File: src/rtl/reg_file_pkg.sv
// Shared register-file constants: default geometry and the x0 index that
// write clients (int_div and later units) use to recognise discarded results.
package reg_file_pkg;

  localparam int DATA_WIDTH    = 32;
  localparam int NUM_REGS      = 32;
  localparam int REG_SEL_WIDTH = $clog2(NUM_REGS);

  typedef logic [REG_SEL_WIDTH-1:0] reg_sel_t;

  localparam reg_sel_t X0_SEL = '0;

endpackage

File: src/rtl/reg_file_wr_responder_arbiter.sv
// Round-robin arbiter: one-hot grant starting the search at a rotating
// pointer, which moves just past the winner whenever a grant is issued.
module rr_arbiter #(
  parameter  int n         = 2,
  localparam int ptr_width = (n > 1) ? $clog2(n) : 1
) (
  input  logic         clk,
  input  logic         rst_n,
  input  logic [n-1:0] req_i,
  input  logic         en_i,
  output logic [n-1:0] grant_o,
  output logic         valid_o
);

  logic [ptr_width-1:0] ptr_q, ptr_d;
  logic [ptr_width-1:0] idx;

  always_comb begin
    grant_o = '0;
    valid_o = 1'b0;
    ptr_d   = ptr_q;
    idx     = '0;
    for (int i = 0; i < n; i++) begin
      idx = ptr_width'((int'(ptr_q) + i) % n);
      if (en_i && !valid_o && req_i[idx]) begin
        grant_o[idx] = 1'b1;
        valid_o      = 1'b1;
        ptr_d        = ptr_width'((int'(idx) + 1) % n);
      end
    end
  end

  always_ff @(posedge clk or negedge rst_n) begin
    if (!rst_n) begin
      ptr_q <= '0;
    end else begin
      ptr_q <= ptr_d;
    end
  end

endmodule

File: src/rtl/reg_file_wr_responder.sv
// Integer register file: direct core writeback port plus round-robin
// arbitrated handshake clients, two combinational read ports, x0 reads zero.
module reg_file_wr_responder
  import reg_file_pkg::*;
#(
  parameter  int data_width    = DATA_WIDTH,
  parameter  int num_regs      = NUM_REGS,
  parameter  int num_clients   = 2,
  localparam int reg_sel_width = $clog2(num_regs)
) (
  input  logic                                 clk,
  input  logic                                 rst,
  input  logic                                 core_wr_en,
  input  logic [reg_sel_width-1:0]             core_wr_sel,
  input  logic [data_width-1:0]                core_wr_data,
  input  logic [num_clients-1:0]               rf_wr_req,
  input  logic [num_clients*reg_sel_width-1:0] rf_wr_sel,
  input  logic [num_clients*data_width-1:0]    rf_wr_data,
  output logic [num_clients-1:0]               rf_wr_ack,
  input  logic [reg_sel_width-1:0]             rd_sel_a,
  input  logic [reg_sel_width-1:0]             rd_sel_b,
  output logic [data_width-1:0]                rd_data_a,
  output logic [data_width-1:0]                rd_data_b
);

  logic [data_width-1:0]    regs_q [num_regs];
  logic [num_clients-1:0]   ack_q;
  logic [num_clients-1:0]   eligible;
  logic [num_clients-1:0]   grant;
  logic                     grant_valid;
  logic [reg_sel_width-1:0] cl_sel;
  logic [data_width-1:0]    cl_data;
  logic                     wr_en_d;
  logic [reg_sel_width-1:0] wr_sel_d;
  logic [data_width-1:0]    wr_data_d;

  // A client's req is still up during its ack cycle; masking it stops a re-grant.
  assign eligible = rf_wr_req & ~ack_q;

  rr_arbiter #(.n(num_clients)) u_arb (
    .clk     (clk),
    .rst_n   (rst),
    .req_i   (eligible),
    .en_i    (!core_wr_en),
    .grant_o (grant),
    .valid_o (grant_valid)
  );

  always_comb begin
    cl_sel  = '0;
    cl_data = '0;
    for (int k = 0; k < num_clients; k++) begin
      if (grant[k]) begin
        cl_sel  = rf_wr_sel[k*reg_sel_width +: reg_sel_width];
        cl_data = rf_wr_data[k*data_width +: data_width];
      end
    end
  end

  always_comb begin
    wr_en_d   = 1'b0;
    wr_sel_d  = '0;
    wr_data_d = '0;
    if (core_wr_en) begin
      wr_en_d   = (core_wr_sel != '0);
      wr_sel_d  = core_wr_sel;
      wr_data_d = core_wr_data;
    end else if (grant_valid) begin
      wr_en_d   = (cl_sel != '0);
      wr_sel_d  = cl_sel;
      wr_data_d = cl_data;
    end
  end

  always_ff @(posedge clk or negedge rst) begin
    if (!rst) begin
      for (int i = 0; i < num_regs; i++) begin
        regs_q[i] <= '0;
      end
    end else if (wr_en_d) begin
      regs_q[wr_sel_d] <= wr_data_d;
    end
  end

  always_ff @(posedge clk or negedge rst) begin
    if (!rst) begin
      ack_q <= '0;
    end else begin
      ack_q <= grant;
    end
  end

  assign rf_wr_ack = ack_q;
  assign rd_data_a = (rd_sel_a == '0) ? '0 : regs_q[rd_sel_a];
  assign rd_data_b = (rd_sel_b == '0) ? '0 : regs_q[rd_sel_b];

endmodule

File: config.mk
export PLATFORM = sky130hd
export DESIGN_NAME = reg_file_wr_responder
export DESIGN_NICKNAME = d
export VERILOG_FILES = /design/src/rtl/reg_file_pkg.sv /design/src/rtl/reg_file_wr_responder_arbiter.sv /design/src/rtl/reg_file_wr_responder.sv
export SDC_FILE = /design/constraint.sdc
export NUM_CORES = 2
export LEC_CHECK = 0
export ABC_AREA = 0
export BUFFER_PORTS_ARGS = -buffer_cell sky130_fd_sc_hd__buf_2
export CAP_MARGIN = 15
export CORE_MARGIN = 2
export CORE_UTILIZATION = 45
export CTS_CLUSTER_DIAMETER = 120
export DETAILED_ROUTE_END_ITERATION = 6
export GPL_ROUTABILITY_DRIVEN = 0
export PLACE_DENSITY = 0.61
export SYNTH_ARGS = -nofsm -noshare
export SYNTH_HDL_FRONTEND = slang
export SYNTH_HIERARCHICAL = 1
export SYNTH_SLANG_ARGS = --single-unit
File: constraint.sdc
create_clock -name clk -period 4.9 [get_ports clk]
set_clock_uncertainty 0.15 [all_clocks]
set_input_delay 0.245 -clock clk [delete_from_list [all_inputs] [get_ports clk]]
set_output_delay 0.245 -clock clk [all_outputs]
set_load 0.05 [all_outputs]
# [Word level (Yosys, flattened, before mapping)]
# Cells that the tools add are included.
[classes] bitwise=6 reduce_logical=13 muxes=35 addsub=2 order_cmp=8
[op_table] cell="1024-bit bitwise mux" n=1
[op_table] cell="32-bit 2-to-1 mux" n=11
[op_table] cell="32-bit binary-select mux with 5-bit select" n=2
[op_table] cell="32-bit demux with 5-bit select" n=1
[op_table] cell="5-bit 2-to-1 mux" n=4
[op_table] cell="6-bit greater-or-equal comparator, second input constant" n=3
[op_table] cell="5-bit NOT with 6-bit output" n=3
[op_table] cell="1-bit 2-to-1 mux" n=12
[op_table] cell="5-bit zero test" n=2
[op_table] cell="5-bit nonzero test" n=2
[op_table] cell="1-bit logical AND" n=6
[op_table] cell="6-bit by 1-bit less-than comparator with 1-bit output, second input constant" n=1
[op_table] cell="1-bit by 2-bit less-than comparator with 1-bit output, second input constant" n=2
[op_table] cell="2-bit 2-to-1 mux" n=2
[op_table] cell="1-bit adder, second input constant" n=2
[op_table] cell="2-bit bitwise AND" n=1
[op_table] cell="1-bit demux with 1-bit select" n=2
[op_table] cell="1-bit greater-or-equal comparator, second input constant" n=2
[op_table] cell="1-bit zero test" n=2
[op_table] cell="2-bit NOT" n=1
[op_table] cell="2-bit bitwise OR" n=1
[op_table] cell="2-bit nonzero test" n=1
[totals] wordCells=98 output_inout_bits=66 inputBits=126 register_bits=1027

# [Logic depth before layout (Yosys ltp)]
[depth] word_depth=20 depth_mapped=11 depth_no_buf=8

# [Hierarchy]
# The synthesis kept the hierarchy.
[modules_own_cells] module="reg_file_wr_responder" area_per_inst_um2=55229.2 n_inst=1 seq_area_each_um2=25674.6 cells_each=3709
[modules_own_cells] module="rr_arbiter" area_per_inst_um2=68.8 n_inst=1 seq_area_each_um2=25.0 cells_each=9

# [Least setup slack after synthesis]
# OpenSTA, ideal clock, no wires.
[synth_timing] path_type="input-to-output" from="input port rd_sel_b[1]" to="output port rd_data_b[15]" arrival_ns=3.004 stages=9 path_slack_ns=1.501 path_buffers=4 required_time_ns=4.505 path_cell_list="buf_4 -> buf_4 -> buf_2 -> buf_4 -> nand2_1 -> o22ai_1 -> a221oi_1 -> o22ai_1 -> nor4_1"
[synth_between] elab_chain_len=5 elab_cells_between_ends=6 classes_between="mux (4); bitwise (1); reduce/logical (1)"
[synth_rtl] item="start: declaration" line_no="reg_file_wr_responder.sv:21" text="input logic [reg_sel_width-1:0] rd_sel_b,"
[synth_rtl] item="5-bit NOT with 6-bit output (not written as such)" line_no="reg_file_wr_responder.sv:95" text="assign rd_data_b = (rd_sel_b == '0) ? '0 : regs_q[rd_sel_b];"
[synth_rtl] item="32-bit binary-select mux with 5-bit select" line_no="reg_file_wr_responder.sv:95"
[synth_rtl] item="32-bit 2-to-1 mux (not written as such) (2 in a row)" line_no="reg_file_wr_responder.sv:95"
[synth_rtl] item="32-bit 2-to-1 mux (*)" line_no="reg_file_wr_responder.sv:95"
[synth_rtl] item="end: declaration" line_no="reg_file_wr_responder.sv:23" text="output logic [data_width-1:0] rd_data_b"
# Mark *: on every way between the ends. The rest lies on a longest branch, timed or not. The select of a mux whose other input is x is not followed.

# [Final worst setup path]
[layout_timing] from="register ack_q[0] (netlist: rf_wr_ack[0])" to="register regs_q[612] (netlist bit)"
[layout_between] elab_chain_len=20 elab_cells_between_ends=33 classes_between="order compare (2); mux (21); bitwise (4); reduce/logical (6)"
[layout_rtl] item="start: declaration" line_no="reg_file_wr_responder.sv:27" text="logic [num_clients-1:0] ack_q;"
[layout_rtl] item="start signal: assignment" line_no="reg_file_wr_responder.sv:89" text="ack_q <= grant;"
[layout_rtl] item="2-bit NOT (*)" line_no="reg_file_wr_responder.sv:38" text="assign eligible = rf_wr_req & ~ack_q;"
[layout_rtl] item="2-bit bitwise AND (*)" line_no="reg_file_wr_responder.sv:38"
[layout_rtl] item="net eligible[0]" line_no="reg_file_wr_responder.sv:28" text="logic [num_clients-1:0] eligible;"
[layout_rtl] item="1-bit 2-to-1 mux (not written as such) (2 in a row)" line_no="reg_file_wr_responder_arbiter.sv:25" text="if (en_i && !valid_o && req_i[idx]) begin"
[layout_rtl] item="1-bit logical AND" line_no="reg_file_wr_responder_arbiter.sv:25"
[layout_rtl] item="1-bit 2-to-1 mux" line_no="reg_file_wr_responder_arbiter.sv:25"
[layout_rtl] item="1-bit zero test" line_no="reg_file_wr_responder_arbiter.sv:25"
[layout_rtl] item="1-bit logical AND (2 in a row)" line_no="reg_file_wr_responder_arbiter.sv:25"
[layout_rtl] item="[... 1 more ...]"
[layout_rtl] item="net grant[0]" line_no="reg_file_wr_responder.sv:29" text="logic [num_clients-1:0] grant;"
[layout_rtl] item="[... 2 more ...]"
[layout_rtl] item="5-bit 2-to-1 mux" line_no="reg_file_wr_responder.sv:68" text="end else if (grant_valid) begin"
[layout_rtl] item="5-bit 2-to-1 mux" line_no="reg_file_wr_responder.sv:64" text="if (core_wr_en) begin"
[layout_rtl] item="5-bit NOT with 6-bit output (not written as such)" line_no="reg_file_wr_responder.sv:81" text="regs_q[wr_sel_d] <= wr_data_d;"
[layout_rtl] item="6-bit greater-or-equal comparator (not written as such) / 6-bit by 1-bit less-than comparator with 1-bit output (equally long branches)" line_no="reg_file_wr_responder.sv:81"
[layout_rtl] item="1-bit logical AND (not written as such)" line_no="reg_file_wr_responder.sv:81"
[layout_rtl] item="32-bit 2-to-1 mux (not written as such)" line_no="reg_file_wr_responder.sv:81"
[layout_rtl] item="32-bit demux with 5-bit select" line_no="reg_file_wr_responder.sv:81"
[layout_rtl] item="1024-bit bitwise mux" line_no="reg_file_wr_responder.sv:81"
[layout_rtl] item="end signal: indexed assignment" line_no="reg_file_wr_responder.sv:81"
[layout_rtl] item="end: declaration" line_no="reg_file_wr_responder.sv:26" text="logic [data_width-1:0] regs_q [num_regs];"
# The timed path passes the listed nets; every way through them passes the cells marked *. The select of a mux whose other input is x is not followed.
# A chain may end at the register's enable or synchronous reset.

==> impl_metrics.json <==
{
  "syn_area_mm2": 0.05530,
  "place.port_buffers": 191,
  "root_buf_cell": "sky130_fd_sc_hd__clkbuf_16",
  "insertion_delay_ns": 0.70,
  "max_slew.worst_pin.slew_ns": 1.079,
  "worst_reg_to_reg_cells": 10,
  "share_of_power_burned_in_registers_pct": 44.3,
  "vias_per_cell": 6.630,
  "grt_overflow": 0,
  "synth-edff-count": 0,
  "synth_nets": 3844,
  "violations": "design-rule violations",
  "finalMaxSlewViolations": 0,
  "core.rowCount": 128,
  "netlist.top_cell.by_area": "sky130_fd_sc_hd__dfrtp_1",
  "antenna_left": 0,
  "cts_inserted_buffers": 114,
  "synth_top_flop_cell": "sky130_fd_sc_hd__dfrtp_1",
  "worst_setup_path_end_kind": "flop",
  "grt_use_total_pct": 29.39,
  "synth_cells": 3718,
  "post_synth_main_area_contributors": "sky130_fd_sc_hd__dfrtp_1 (46%), sky130_fd_sc_hd__mux2_2 (20%), sky130_fd_sc_hd__mux4_2 (19%)",
  "die_h_um": 354.6,
  "detailedPlacementHpwl_um": 110400,
  "comb_power_share_pct": 20.1,
  "hold_violations": 0,
  "clkTransAtPathRegs_ns": 0.06,
  "firstDrtPassIters": 7,
  "residual_drc": 3,
  "rrSetupSlack_ns": 0.42,
  "pin_count": 192,
  "crit_fanout": 18,
  "fmax_achieved_mhz": 223.0,
  "p_sw_share_pct": 28.02,
  "drive_gt1_share_pct": 53.68,
  "worst_ep_required_time_ns": 5.32,
  "post-route-min-period_ns": 4.485,
  "p_leak_nw": 28.15,
  "die_area_mm2": 0.1257,
  "totalNegativeSetupSlack_ns": 0,
  "fin_util_pct": 51.16,
  "startpoint_class": "flop",
  "total_core_area_mm2": 0.1219,
  "h-tree-depth": 3,
  "worst_setup_path_startpoint": "rf_wr_ack[0]",
  "clock_tree.buffer_depth": 3,
  "final.period_utilization_pct": 91.53,
  "syn_to_final_growth_pct": 12.75,
  "dr.first_iter.drc_count": 3887,
  "cts_tree": "yes",
  "grt_max_degree": 135,
  "synth-seq-area-share_pct": 46.47,
  "syn-mean-instance-area_um2": 14.87,
  "timing_worst_setup_path_type": "reg2reg",
  "tritoncts_num_sinks": 1027,
  "floorplan.initialDensity_pct": 45.37,
  "power-per-cell-area_mw_per_mm2": 396.4,
  "post_cts.resized_instances": 0,
  "post_drt_wl_per_cell_um": 33.50,
  "cap_viol_max_count": 0,
  "ys_warn_count": 6,
  "grt_pass1_wl_um": 269500,
  "worst_endpoint_data_arrival_time_ns": 4.90,
  "slew_headroom_pct": 28.05,
  "worst_hold_slack_ns": 0.001936,
  "fin_nets": 3901,
  "ys_types": 51,
  "min-delay-path-class": "in2async",
  "status": "finished, violations left",
  "timing.final.setup_violations": 0,
  "vias_post_dr": 36374,
  "grt_antenna_before_repair": 5,
  "synth_top_area_share_pct": 46.47,
  "total_switching_power_mw": 6.926,
  "die-width_um": 354.6,
  "power.ir.vdd_worst_v": 0.0002837,
  "regToRegEndpoint": "regs_q[612]",
  "detailedPlace.worstSlack_ns": 1.040,
  "rr_startpoint": "rf_wr_ack[0]",
  "flop_and_latch_count_out_of_synthesis": 1027,
  "synth_async_sr_flop_share_pct": 100.0,
  "wl_um": 183800,
  "share_clk_of_total_power_pct": 35.6,
  "rsz_0062_raised_after_global_routing": "false",
  "p_int_mw": 17.79,
  "final_critical_path_setup_slack_ns": 0.4151,
  "critical_path_destination": "regs_q[612]",
  "number_of_global_route_vias_before_repair": 37350
}
[area by class of cell]
class / count / area [um2]
clock inverter: 31 / 324.1
clock buffer: 170 / 3500
inverter: 6 / 22.52
multi-input combinational: 2244 / 27790
timing repair buffer: 382 / 2977
antenna: 1 / 2.502
sequential: 1027 / 25700
tap: 1625 / 2033
fill: 10238 / 59530
[layout by cell type (no fill, tap or decap), drive strengths merged, types with 2 or more instances in the layout]
cell            n
a2111oi        25
a211o           2
a211oi         29
a21oi          30
a221oi         17
a22o           37
a22oi          44
a311oi          7
and2            7
and3            3
buf           375
bufinv          6
clkbuf        172
clkinv         20
clkinvlp        3
dfrtp        1027
dlygate4sd3     5
inv             8
mux2         1065
mux2i         145
mux4          456
nand2          83
nand2b          9
nand3           7
nand3b          3
nand4b          3
nor2           11
nor2b          30
nor3           52
nor4            5
o211a           3
o211ai         10
o21a            2
o21ai          35
o221ai         21
o22ai          93
or2             3
[critical path, cell delays in order, from the launching register on]
cell and delay [ns]:
sky130_fd_sc_hd__dfrtp_1 0.40, sky130_fd_sc_hd__nor2b_1 0.28, sky130_fd_sc_hd__nand2_1 0.08, sky130_fd_sc_hd__dlygate4sd3_1 0.60, sky130_fd_sc_hd__a21oi_1 0.44, sky130_fd_sc_hd__nand4bb_4 0.22
sky130_fd_sc_hd__o211a_1 0.34, sky130_fd_sc_hd__nor3_2 0.56, sky130_fd_sc_hd__nand2_4 0.45, sky130_fd_sc_hd__buf_4 0.44, sky130_fd_sc_hd__mux2_2 0.33
[sequential cells by signal, summed over array words and instances, names as in the netlist]
signal	cells
u_arb/ptr_q	1
rf_wr_ack	2
regs_q	1024
[Yosys cell counts (4+ instances only)]
cell                        number
sky130_fd_sc_hd__dfrtp_1      1027
sky130_fd_sc_hd__mux4_2        456
sky130_fd_sc_hd__a311oi_1        7
sky130_fd_sc_hd__and2_1          7
sky130_fd_sc_hd__a221oi_1       17
sky130_fd_sc_hd__o221ai_1       21
sky130_fd_sc_hd__buf_6          13
sky130_fd_sc_hd__nor2b_1        30
sky130_fd_sc_hd__inv_1           5
sky130_fd_sc_hd__o22ai_1        92
sky130_fd_sc_hd__mux2_1        104
sky130_fd_sc_hd__buf_1          18
sky130_fd_sc_hd__nand2b_1        9
sky130_fd_sc_hd__a21oi_1        28
sky130_fd_sc_hd__clkbuf_1      223
sky130_fd_sc_hd__buf_2         128
sky130_fd_sc_hd__nor3_1         45
sky130_fd_sc_hd__nand3_1         7
sky130_fd_sc_hd__buf_4          58
sky130_fd_sc_hd__nor4_1          5
sky130_fd_sc_hd__a2111oi_0      25
sky130_fd_sc_hd__nor2_1         11
sky130_fd_sc_hd__nand2_1        83
sky130_fd_sc_hd__nor3_2          7
sky130_fd_sc_hd__a22o_1         37
sky130_fd_sc_hd__o211ai_1        7
sky130_fd_sc_hd__a22oi_1        44
sky130_fd_sc_hd__o21ai_0         4
sky130_fd_sc_hd__a211oi_1       29
sky130_fd_sc_hd__mux2i_1       145
sky130_fd_sc_hd__mux2_2        961
sky130_fd_sc_hd__o21ai_1        31
[routing by layer]
layer	track usage, %	part of all wire, %
met3	6.360	8.2
met1	42.19	43
met4	7.568	2.5
met2	45.55	46
met5	0	0.025
[power groups by stage]
stage | Combinational, mW | Clock (mW) | Sequential [mW]
after floorplan | 3.69 | 0 | 10.6
after global placement | 4.87 | 0 | 11.0
after detailed placement | 4.96 | 0 | 11.0
after CTS | 4.98 | 8.92 | 10.9
after global routing | 5.30 | 9.30 | 11.1
final | 4.97 | 8.81 | 10.9
[cell families (layout without fill, tap and decap cells)]
kind of cell | count (synthesis) | in the layout | share of synthesized area (%)
flops | 1027 | 1027 | 46.47
compound gates | 357 | 357 | 4.661
buf+inv | 447 | 589 | 3.896
other cells | 0 | 1 | 0
simple gates | 221 | 221 | 2.084
mux | 1666 | 1666 | 42.88
[through the flow]
step | cells | instance area (um2) | total power [mW]
after floorplan | 3718 | 55300 | 14.34
after global placement | 5277 | 58440 | 15.86
after detailed placement | 5278 | 58470 | 16.00
after CTS | 5484 | 62340 | 24.80
after global routing | 5485 | 62340 | 25.71
final | 5486 | 62350 | 24.72
[what timing repair did]
| action | in CTS | in global routing |
|---|---|---|
| hold buffers | 5 | 0 |
| hold endpoints to repair | 73 | 0 |
| setup buffers | 0 | 0 |
[worst min path at each step]
| stage | startpoint | slack, ns | cells after the start | end |
|---|---|---|---|---|
| after detailed placement | rst | 0.18 | 1 | regs_q[634] |
| after CTS | rst | 0.02 | 2 | regs_q[634] |
| after global placement | rst | 0.19 | 1 | regs_q[730] |
| after floorplan | rst | -0.20 | 0 | regs_q[0] |
| final | rst | 0.002 | 2 | regs_q[698] |
| after global routing | rst | 0.06 | 2 | regs_q[634] |
Note: power is estimated with default switching activity, not from simulation.
